`src/rtl/bf_program_loader.sv`:
```
// ---------------------------------------------------------------------------
// bf_program_loader
//
// Purpose:
//   Write side of the BF program memory. Turns operator key presses into
//   4-bit opcodes and writes them one after another from address 1 upward.
//   Each program ends with the stop opcode (4'b1111). Open brackets are
//   tracked, so a program with unbalanced '[' / ']' is rejected before it
//   can run. Address 0 is never written because the control FSM increments
//   the PC before its first fetch.
//
// Parameters:
//   ADDR_W   program address width; the top address is kept for the stop opcode
//   DEPTH_W  width of the open-bracket nesting counter
//
// Ports:
//   clk         system clock, all state changes on the rising edge
//   resetn      asynchronous active-low reset
//   start_load  level; while high it (re)starts a load from address 1
//   cmd_in      opcode on the switches, sampled when cmd_key is pressed
//   cmd_key     "enter instruction" key, synchronised level, 1 = pressed
//   end_key     "program finished" key, synchronised level, 1 = pressed
//   prog_addr   write address, which is also the next free address
//   prog_wdata  opcode being written
//   prog_we     write strobe, one cycle per accepted press
//   prog_len    number of instructions written, not counting stop
//   loading     high while a load is in progress (LOAD/WRITE/TERM)
//   load_done   program was terminated cleanly
//   err         load was aborted; err_code tells why
//   err_code    01 invalid opcode, 10 memory full, 11 unbalanced brackets
// ---------------------------------------------------------------------------
module bf_program_loader #(
    parameter int ADDR_W  = 8,
    parameter int DEPTH_W = 8
) (
    input  logic              clk,
    input  logic              resetn,
    input  logic              start_load,
    input  logic [3:0]        cmd_in,
    input  logic              cmd_key,
    input  logic              end_key,
    output logic [ADDR_W-1:0] prog_addr,
    output logic [3:0]        prog_wdata,
    output logic              prog_we,
    output logic [ADDR_W-1:0] prog_len,
    output logic              loading,
    output logic              load_done,
    output logic              err,
    output logic [1:0]        err_code
);

    typedef enum logic [2:0] {
        S_IDLE,
        S_LOAD,
        S_WRITE,
        S_TERM,
        S_DONE,
        S_ERR
    } state_e;

    // What the LOAD state does with this cycle's key presses.
    typedef enum logic [1:0] {
        ACT_NONE,
        ACT_WRITE,
        ACT_TERM,
        ACT_ERR
    } action_e;

    localparam logic [3:0]         OP_OPEN     = 4'b0100;
    localparam logic [3:0]         OP_CLOSE    = 4'b0101;
    localparam logic [3:0]         OP_STOP     = 4'b1111;
    localparam logic [1:0]         ERR_OPCODE  = 2'b01;
    localparam logic [1:0]         ERR_FULL    = 2'b10;
    localparam logic [1:0]         ERR_BRACKET = 2'b11;
    localparam logic [ADDR_W-1:0]  ADDR_ONE    = ADDR_W'(1);
    localparam logic [ADDR_W-1:0]  MAX_ADDR    = '1;
    localparam logic [DEPTH_W-1:0] DEPTH_ONE   = DEPTH_W'(1);
    localparam logic [DEPTH_W-1:0] MAX_DEPTH   = '1;

    state_e              state_q;
    logic [ADDR_W-1:0]   prog_addr_q;
    logic [3:0]          prog_wdata_q;
    logic                prog_we_q;
    logic [ADDR_W-1:0]   prog_len_q;
    logic                loading_q;
    logic                load_done_q;
    logic                err_q;
    logic [1:0]          err_code_q;
    logic [DEPTH_W-1:0]  depth_q;
    logic                cmd_key_q;
    logic                end_key_q;

    logic                cmd_press;
    logic                end_press;
    action_e             action;
    logic [1:0]          action_code;

    // A press is the 0->1 transition of the key level, so holding a key
    // down never repeats the action.
    assign cmd_press = cmd_key & ~cmd_key_q;
    assign end_press = end_key & ~end_key_q;

    // Classify the press seen in LOAD. A cmd press wins over a simultaneous
    // end press; the end press is then lost and has to be repeated.
    // NOTE: every always_comb output gets a default first so no latch is inferred.
    always_comb begin
        action      = ACT_NONE;
        action_code = 2'b00;
        if (cmd_press) begin
            if (cmd_in[3] && (cmd_in != OP_STOP)) begin
                action      = ACT_ERR;
                action_code = ERR_OPCODE;
            end else if (cmd_in == OP_STOP) begin
                // Stop typed on the switches behaves exactly like end_key.
                if (depth_q != '0) begin
                    action      = ACT_ERR;
                    action_code = ERR_BRACKET;
                end else begin
                    action = ACT_TERM;
                end
            end else if (((cmd_in == OP_CLOSE) && (depth_q == '0)) ||
                         ((cmd_in == OP_OPEN) && (depth_q == MAX_DEPTH))) begin
                action      = ACT_ERR;
                action_code = ERR_BRACKET;
            end else if (prog_addr_q == MAX_ADDR) begin
                // The last address is reserved for the stop opcode.
                action      = ACT_ERR;
                action_code = ERR_FULL;
            end else begin
                action = ACT_WRITE;
            end
        end else if (end_press) begin
            if (depth_q != '0) begin
                action      = ACT_ERR;
                action_code = ERR_BRACKET;
            end else begin
                action = ACT_TERM;
            end
        end
    end

    // NOTE: the reset is asynchronous so prog_we drops the moment resetn falls,
    // even in the middle of a write cycle.
    always_ff @(posedge clk or negedge resetn) begin
        if (!resetn) begin
            state_q      <= S_IDLE;
            prog_addr_q  <= ADDR_ONE;
            prog_wdata_q <= 4'b0000;
            prog_we_q    <= 1'b0;
            prog_len_q   <= '0;
            loading_q    <= 1'b0;
            load_done_q  <= 1'b0;
            err_q        <= 1'b0;
            err_code_q   <= 2'b00;
            depth_q      <= '0;
            cmd_key_q    <= 1'b0;
            end_key_q    <= 1'b0;
        end else begin
            // NOTE: sequential state uses non-blocking assignments only; the
            // defaults below are overridden later in the same block where needed.
            cmd_key_q <= cmd_key;
            end_key_q <= end_key;
            prog_we_q <= 1'b0;

            case (state_q)
                S_IDLE, S_DONE, S_ERR: begin
                    if (start_load) begin
                        state_q     <= S_LOAD;
                        prog_addr_q <= ADDR_ONE;
                        prog_len_q  <= '0;
                        depth_q     <= '0;
                        loading_q   <= 1'b1;
                        load_done_q <= 1'b0;
                        err_q       <= 1'b0;
                        err_code_q  <= 2'b00;
                    end
                end

                S_LOAD: begin
                    if (start_load) begin
                        // Restart; any press seen in this cycle is dropped.
                        prog_addr_q <= ADDR_ONE;
                        prog_len_q  <= '0;
                        depth_q     <= '0;
                        load_done_q <= 1'b0;
                        err_q       <= 1'b0;
                        err_code_q  <= 2'b00;
                    end else begin
                        case (action)
                            ACT_WRITE: begin
                                state_q      <= S_WRITE;
                                prog_we_q    <= 1'b1;
                                prog_wdata_q <= cmd_in;
                            end
                            ACT_TERM: begin
                                state_q      <= S_TERM;
                                prog_we_q    <= 1'b1;
                                prog_wdata_q <= OP_STOP;
                            end
                            ACT_ERR: begin
                                state_q    <= S_ERR;
                                loading_q  <= 1'b0;
                                err_q      <= 1'b1;
                                err_code_q <= action_code;
                            end
                            default: ;
                        endcase
                    end
                end

                S_WRITE: begin
                    // The write strobe was high this cycle; advance past it.
                    state_q     <= S_LOAD;
                    prog_addr_q <= prog_addr_q + ADDR_ONE;
                    prog_len_q  <= prog_len_q + ADDR_ONE;
                    if (prog_wdata_q == OP_OPEN) begin
                        depth_q <= depth_q + DEPTH_ONE;
                    end else if (prog_wdata_q == OP_CLOSE) begin
                        depth_q <= depth_q - DEPTH_ONE;
                    end
                end

                S_TERM: begin
                    // Stop has been written at prog_addr; address and length stay.
                    state_q     <= S_DONE;
                    loading_q   <= 1'b0;
                    load_done_q <= 1'b1;
                end

                default: begin
                    state_q <= S_IDLE;
                end
            endcase
        end
    end

    assign prog_addr  = prog_addr_q;
    assign prog_wdata = prog_wdata_q;
    assign prog_we    = prog_we_q;
    assign prog_len   = prog_len_q;
    assign loading    = loading_q;
    assign load_done  = load_done_q;
    assign err        = err_q;
    assign err_code   = err_code_q;

endmodule

```
`config.mk`:
```
export PLATFORM = sky130hd
export DESIGN_NAME = bf_program_loader
export DESIGN_NICKNAME = d
export VERILOG_FILES = /design/src/rtl/bf_program_loader.sv
export SDC_FILE = /design/constraint.sdc
export NUM_CORES = 1
export LEC_CHECK = 0
export CORE_MARGIN = 1.5
export CORE_UTILIZATION = 48
export DETAILED_ROUTE_END_ITERATION = 10
export GPL_ROUTABILITY_DRIVEN = 0
export PLACE_DENSITY = 0.76
export SLEW_MARGIN = 25
export SYNTH_ARGS = -nofsm -noshare
export SYNTH_HDL_FRONTEND = slang
export SYNTH_SLANG_ARGS = --single-unit
```
`constraint.sdc`:
```
create_clock -name clk -period 2.42 [get_ports clk]
set_clock_uncertainty 0.15 [all_clocks]
set_input_delay 0.484 -clock clk [delete_from_list [all_inputs] [get_ports clk]]
set_output_delay 0.484 -clock clk [all_outputs]
set_load 0.02 [all_outputs]
```
# Yosys cells after proc, flatten, opt, wreduce, memory -nomap -nowiden
# Index checks and enable logic that the tools add are counted.
[word_totals] reg_bits=39 inputBits=9 word_cells=108
[classes] addsub=4 eq_ne=23 mux=42 n_bitwise=5 n_reduce_logical=22
[ops] cell="$pmux W8 S2" count=3
[ops] cell="$mux W2" count=16
[ops] cell="$mux W8" count=4
[ops] cell="$add A8 B1 Y8 const B" count=3
[ops] cell="$eq A4 B3 Y1 const B" count=4
[ops] cell="$eq A8 B8 Y1 const B" count=2
[ops] cell="$pmux W3 S4" count=1
[ops] cell="$reduce_and A3 Y1" count=4
[ops] cell="$mux W1" count=10
[ops] cell="$pmux W3 S3" count=1
[ops] cell="$logic_not A8 Y1" count=1
[ops] cell="$pmux W4 S2" count=1
[ops] cell="$reduce_bool A2 Y1" count=4
[ops] cell="$reduce_bool A8 Y1" count=1
[ops] cell="$sub A8 B1 Y8 const B" count=1
[ops] cell="$eq A3 B2 Y1 const B" count=2
[ops] cell="$eq A3 B3 Y1 const B" count=2
[ops] cell="$mux W3" count=2
[ops] cell="$ne A2 B2 Y1 const B" count=3
[ops] cell="$ne A3 B3 Y1 const B" count=2
[ops] cell="$eq A2 B2 Y1 const B" count=2
[ops] cell="$eq A4 B4 Y1 const B" count=1
[ops] cell="$ne A4 B2 Y1 const B" count=1
[ops] cell="$ne A4 B4 Y1 const B" count=1
[ops] cell="17 further kinds" count=24

# Longest topological paths before layout
# Gate-level depths: netlist of the first run.
[logic_depth] depth_word=12 ltp_mapped=11

# Least setup slack after synthesis of the first run
# OpenSTA, ideal clock, no wires.
[synth_path] kind="reg-to-reg" startpoint="register depth_q[0]" endpoint="register state_q[0]" arrival_ps=2334 required_ps=2149 path_slack_ps=-185 stages_incl_launch_ff=12 n_path_buf=0 synth_period_minus_slack_ps=2605 path_cell_list="dfrtp_1 -> nor4_1 -> a31oi_1 -> o32ai_1 -> a31oi_1 -> a31oi_1 -> ha_1 -> nor2_1 -> nor3_1 -> a211oi_1 -> a21oi_1 -> o22a_1"
[synth_via] elab_chain_cells=11
[synth_lines] item="start: declaration" line="89" text="logic [DEPTH_W-1:0] depth_q;"
[synth_lines] item="start signal: assignment" line="217" text="depth_q <= depth_q + DEPTH_ONE;"
[synth_lines] item="start signal: assignment" line="219" text="depth_q <= depth_q - DEPTH_ONE;"
[synth_lines] item="$eq A8 B8 Y1 / $logic_not A8 Y1 (equally long branches)" line="122, 121"
[synth_lines] item="$logic_and A1 B1 Y1 (on tied branches)" line="122, 121"
[synth_lines] item="$logic_or A1 B1 Y1" line="121" text="end else if (((cmd_in == OP_CLOSE) && (depth_q == '0)) ||"
[synth_lines] item="$mux W2" line="121"
[synth_lines] item="$mux W2" line="113" text="end else if (cmd_in == OP_STOP) begin"
[synth_lines] item="$mux W2" line="110" text="if (cmd_in[3] && (cmd_in != OP_STOP)) begin"
[synth_lines] item="$mux W2 *" line="109" text="if (cmd_press) begin"
[synth_lines] item="$eq A2 B2 Y1 / $eq A2 B1 Y1 (equally long branches)" line="189" text="case (action)"
[synth_lines] item="$pmux W3 S3" line="189"
[synth_lines] item="$mux W3" line="180" text="if (start_load) begin"
[synth_lines] item="$pmux W3 S4" line="165" text="case (state_q)"
[synth_lines] item="end signal: assignment" line="168" text="state_q <= S_LOAD;"
[synth_lines] item="end signal: assignment" line="191" text="state_q <= S_WRITE;"
[synth_lines] item="end signal: assignment" line="196" text="state_q <= S_TERM;"
[synth_lines] item="end: declaration" line="80" text="state_e state_q;"
# Every way passes the cells marked *; elsewhere a longest branch is shown, timed or not. The select of a mux whose other input is x is not followed.
# A chain may end at the register's enable or synchronous reset.

# Final worst setup path of the first run
[layout_path] startpoint="register depth_q[6]" endpoint="register state_q[0]"
# Same word-level chain as after synthesis.

==> metrics.md, run 1 <==
| Metric | Value |
|---|---|
| Cell variety after synth | 48 |
| Routed WL per cell | roughly 14 um |
| TritonCTS clock tree | built |
| Share of the yosys chip area belonging to registers | between 40% and 50% |
| Slew HR | 68.12% |
| Clock sink count | 39 |
| First-pass GRT wire length | just under 9 mm |
| Crit path kind | flip-flop to flip-flop |
| Boundary Pins | 35 |
| Power per standard cell area | roughly 960 mW/mm2 |
| Critical path startpoint category | flip-flop |
| Die height | 69.88 um |
| Post-synth EDFFs | 0 |
| Finished Layout Cells | roughly 360 |
| Setup slack after layout | -83.18 ps |
| Synth cell count leaders | dfrtp_1, nand2_1, nand3_1 |
| Slew Limit Fails | 0 |
| Slew @ Worst Pin | 478.1 ps |
| WL final | 5.040 mm |
| Min cycle time layout | roughly 2500 ps |
| Synth top area share | ~44% |
| Post-synthesis net count | approximately 260 |
| Synth Flop Type | dfrtp_1 |
| Leak | about 0.0014 uW |
| Share of cells above drive strength 1 | a little under a quarter |
| CTS Buf Count | 5 |
| Cells after Synth | ~240 |
| Vias/cell | between 5 and 6 |
| Crit-path leading delay family | compound AO/OA/AOI/OAI gates |
| Worst path buffer plus inverter count | 0 |
| Clk root buf | clkbuf_8 |
| Initial DRC count | 76 |
| Synth area leaders | dfrtp_1, ha_1, nand3_1, o21ai_1, nand2_1 |
| Largest net degree at the start of global routing | 40 |
| Fmax achieved | 0.3995 GHz |
| Global-route usage over all layers | between 20 and 25% |
| Placed Instances | 349 |
| Crit end category | flip-flop |
| Post-DP HPWL | 3.624 mm |
| N_diodes | 0 |
| Fin crit share | 103.4% |
| Clock transition at path regs | 70 ps |
| Max_cap viols | 0 |
| Core area | 0.004324 mm2 |
| Most frequent cell after synthesis | dfrtp_1 |
| Antenna violations before repair | 0 |
| Die ar. | between 0.004 and 0.005 mm2 |
| Antenna Nets Post-Route | 0 |
| # nets final | 330 |
| Yosys warnings | 0 |
| # rows | 24 |
| Number of global-route vias before repair | 1993 |
| H-tree lvl count | 2 |
| Final hold vios | 0 |
| Final setup vio count | 3 |
| Failing checks | negative setup slack |
| Area grow syn2layout | 41.78% |
| Hold Buf Count CTS | 0 |
| Seq cells post-synth | 39 |
| CP max stage delay | ~410 ps |
| Status | finished, violations left |
| Clock Path Buffers | 2 |
| VDD IR max | approximately 540 uV |
| Worst hold path class | input pin to async pin |
| I/O Buffers | 34 |
| RSZ-0062 raised after global routing | yes |
| Initial Utilization | between 40% and 50% |
| Critical path cell sequence | nor4_4 -> a31oi_1 -> o32ai_2 -> a31oi_1 -> a31oi_1 -> ha_1 -> nor2_1 -> nor3_1 -> a211oi_2 -> a21oi_1 -> o22a_1 |
| Largest area contributor in the netlist | dfrtp_1 |
| Syn_area_per_cell | between 9 and 10 um2 |
| Mapped cell area | approximately 0.0021 mm2 |
| Fraction of registers with async set/reset | 100.0% |
| Worst path arrival time | between 2000 and 3000 ps |
| Global route overflow | 0 |
| TNS Setup | -141.3 ps |
| Slowest stage cell, crit path | dfrtp_1 |
| TritonRoute pass-1 iters | 4 |
| CP dominant cell by count | a31oi_1 |
| Worst Path Required | between 2000 and 2500 ps |
| Die W | 69.88 um |
| Worst-Skew Late Latency | a little under 300 ps |
| DR DRC count | 0 |
| Crit-path max FO | 2 |
| Via count | between 2k and 2.5k |
==> area by class of cell <==
cell class                 instances  area (um2)
inverter                           7       28.78
timing repair buffer              74       638.1
clock buffer                       6       82.58
clock inverter                     2       35.03
multi-input combinational        182        1215
tap                               52       65.06
sequential                        39       979.7
fill                             351        1280
==> cell families after synthesis <==
| family | share of synthesized area [%] |
|---|---|
| mux | 1.457 |
| buf+inv | 2.681 |
| compound gates | 17.42 |
| xor+xnor | 1.632 |
| flops | 45.51 |
| fa+ha+maj | 7.343 |
| simple gates | 23.95 |
==> worst reg2reg max path, delay by kind of cell (launching register included) <==
kind	cells	cell delay [ps]
adder cells (fa/ha/maj)	1	290
flip-flops	1	410
AND/OR/NAND/NOR	3	480
AO/OA/AOI/OAI	7	1080
==> routing by layer <==
metal | global-route usage, % | routed length, um | part of all wire (%)
met4 | 7.051 | 63 | 1.3
met3 | 4.185 | 226 | 4.5
met5 | 0 | 0 | 0
met2 | 36.83 | 2401 | 48
met1 | 29.25 | 2349 | 47
==> final timing paths <==
check,start,end,slack [ps],cells after the start
max,depth_q[6],state_q[0],-80,11
min,resetn,end_key_q,80,2
max reg2reg,depth_q[6],state_q[0],-80,11
min reg2reg,prog_len[7],prog_len[7],330,1
max in group asynchronous,resetn,prog_wdata[1],1670,2
min in group clk,prog_len[7],prog_len[7],330,1
==> cells in the final DEF, fill, tap and decap left out, drive strengths merged, types with 2 or more instances in the layout <==
| master | synthesis | final |
|---|---|---|
| nor4 | 3 | 3 |
| a21oi | 11 | 11 |
| o21bai | 2 | 2 |
| a21o | 2 | 2 |
| nand4 | 4 | 4 |
| inv | 7 | 7 |
| nor3 | 4 | 4 |
| nand3 | 24 | 24 |
| nor2b | 5 | 5 |
| nand2b | 6 | 6 |
| clkbuf | 5 | 6 |
| a22o | 2 | 2 |
| ha | 11 | 11 |
| nand3b | 2 | 2 |
| a31oi | 3 | 3 |
| xor2 | 2 | 2 |
| nand2 | 27 | 27 |
| and3 | 4 | 4 |
| or2 | 2 | 2 |
| buf | 2 | 41 |
| dfrtp | 38 | 38 |
| o21a | 2 | 2 |
| dlygate4sd2 | 0 | 3 |
| nor2 | 16 | 16 |
| xnor2 | 2 | 2 |
| o21ai | 31 | 31 |
| mux2i | 2 | 2 |
| clkdlybuf4s50 | 0 | 29 |
==> report_power, final <==
group,switching (uW),total [uW],internal [uW]
logic,725,1430,705
registers,136,922,787
clock network,223,556,333
==> sequential cells by signal, summed over array words and instances (netlist names) <==
name,count
load_done,1
err,1
prog_len,8
prog_wdata,4
depth_q,8
err_code,2
cmd_key_q,1
end_key_q,1
prog_addr,8
prog_we,1
state_q,3
loading,1
==> through the flow <==
stage               hold WS [ps]  total power [uW]  util (%)  area (um2)  setup slack [ps]
floorplan                  38.41              1724         -        2187            -19.70
global placement           316.6              2227     65.19        2819            -474.6
detailed placement         324.5              2261     65.19        2819            -593.6
CTS                        97.72              2896     69.68        3013            -176.0
global route               138.0              3109     70.40        3044            -273.4
finish                     84.36              2908     70.40        3044            -83.18
==> what timing repair did <==
item	CTS	global route
buffers inserted	5	0
resized for setup	10	7
endpoints found under the hold margin	0	0
cloned	0	0
setup endpoints to repair	12	13
pin swaps	8	10
No activity file was read; power rests on OpenSTA's default activity.
==> run 2: changes to the inputs <==
--- a/config.mk
+++ b/config.mk
@@ -7,6 +7,7 @@
 export LEC_CHECK = 0
 export CORE_MARGIN = 1.5
 export CORE_UTILIZATION = 48
+export CTS_CLUSTER_SIZE = 10
 export DETAILED_ROUTE_END_ITERATION = 10
 export GPL_ROUTABILITY_DRIVEN = 0
 export PLACE_DENSITY = 0.76
==> results of run 2 <==
Final layout, timing and power as in run 1 (identical DEF).
==> run 3: changes to the inputs <==
--- a/config.mk
+++ b/config.mk
@@ -5,13 +5,14 @@
 export SDC_FILE = /design/constraint.sdc
 export NUM_CORES = 1
 export LEC_CHECK = 0
+export CAP_MARGIN = 10
 export CORE_MARGIN = 1.5
 export CORE_UTILIZATION = 48
 export CTS_CLUSTER_SIZE = 10
 export DETAILED_ROUTE_END_ITERATION = 10
 export GPL_ROUTABILITY_DRIVEN = 0
 export PLACE_DENSITY = 0.76
-export SLEW_MARGIN = 25
+export SLEW_MARGIN = 20
 export SYNTH_ARGS = -nofsm -noshare
 export SYNTH_HDL_FRONTEND = slang
 export SYNTH_SLANG_ARGS = --single-unit
==> results of run 3 <==
Final layout, timing and power as in run 1 (identical DEF).
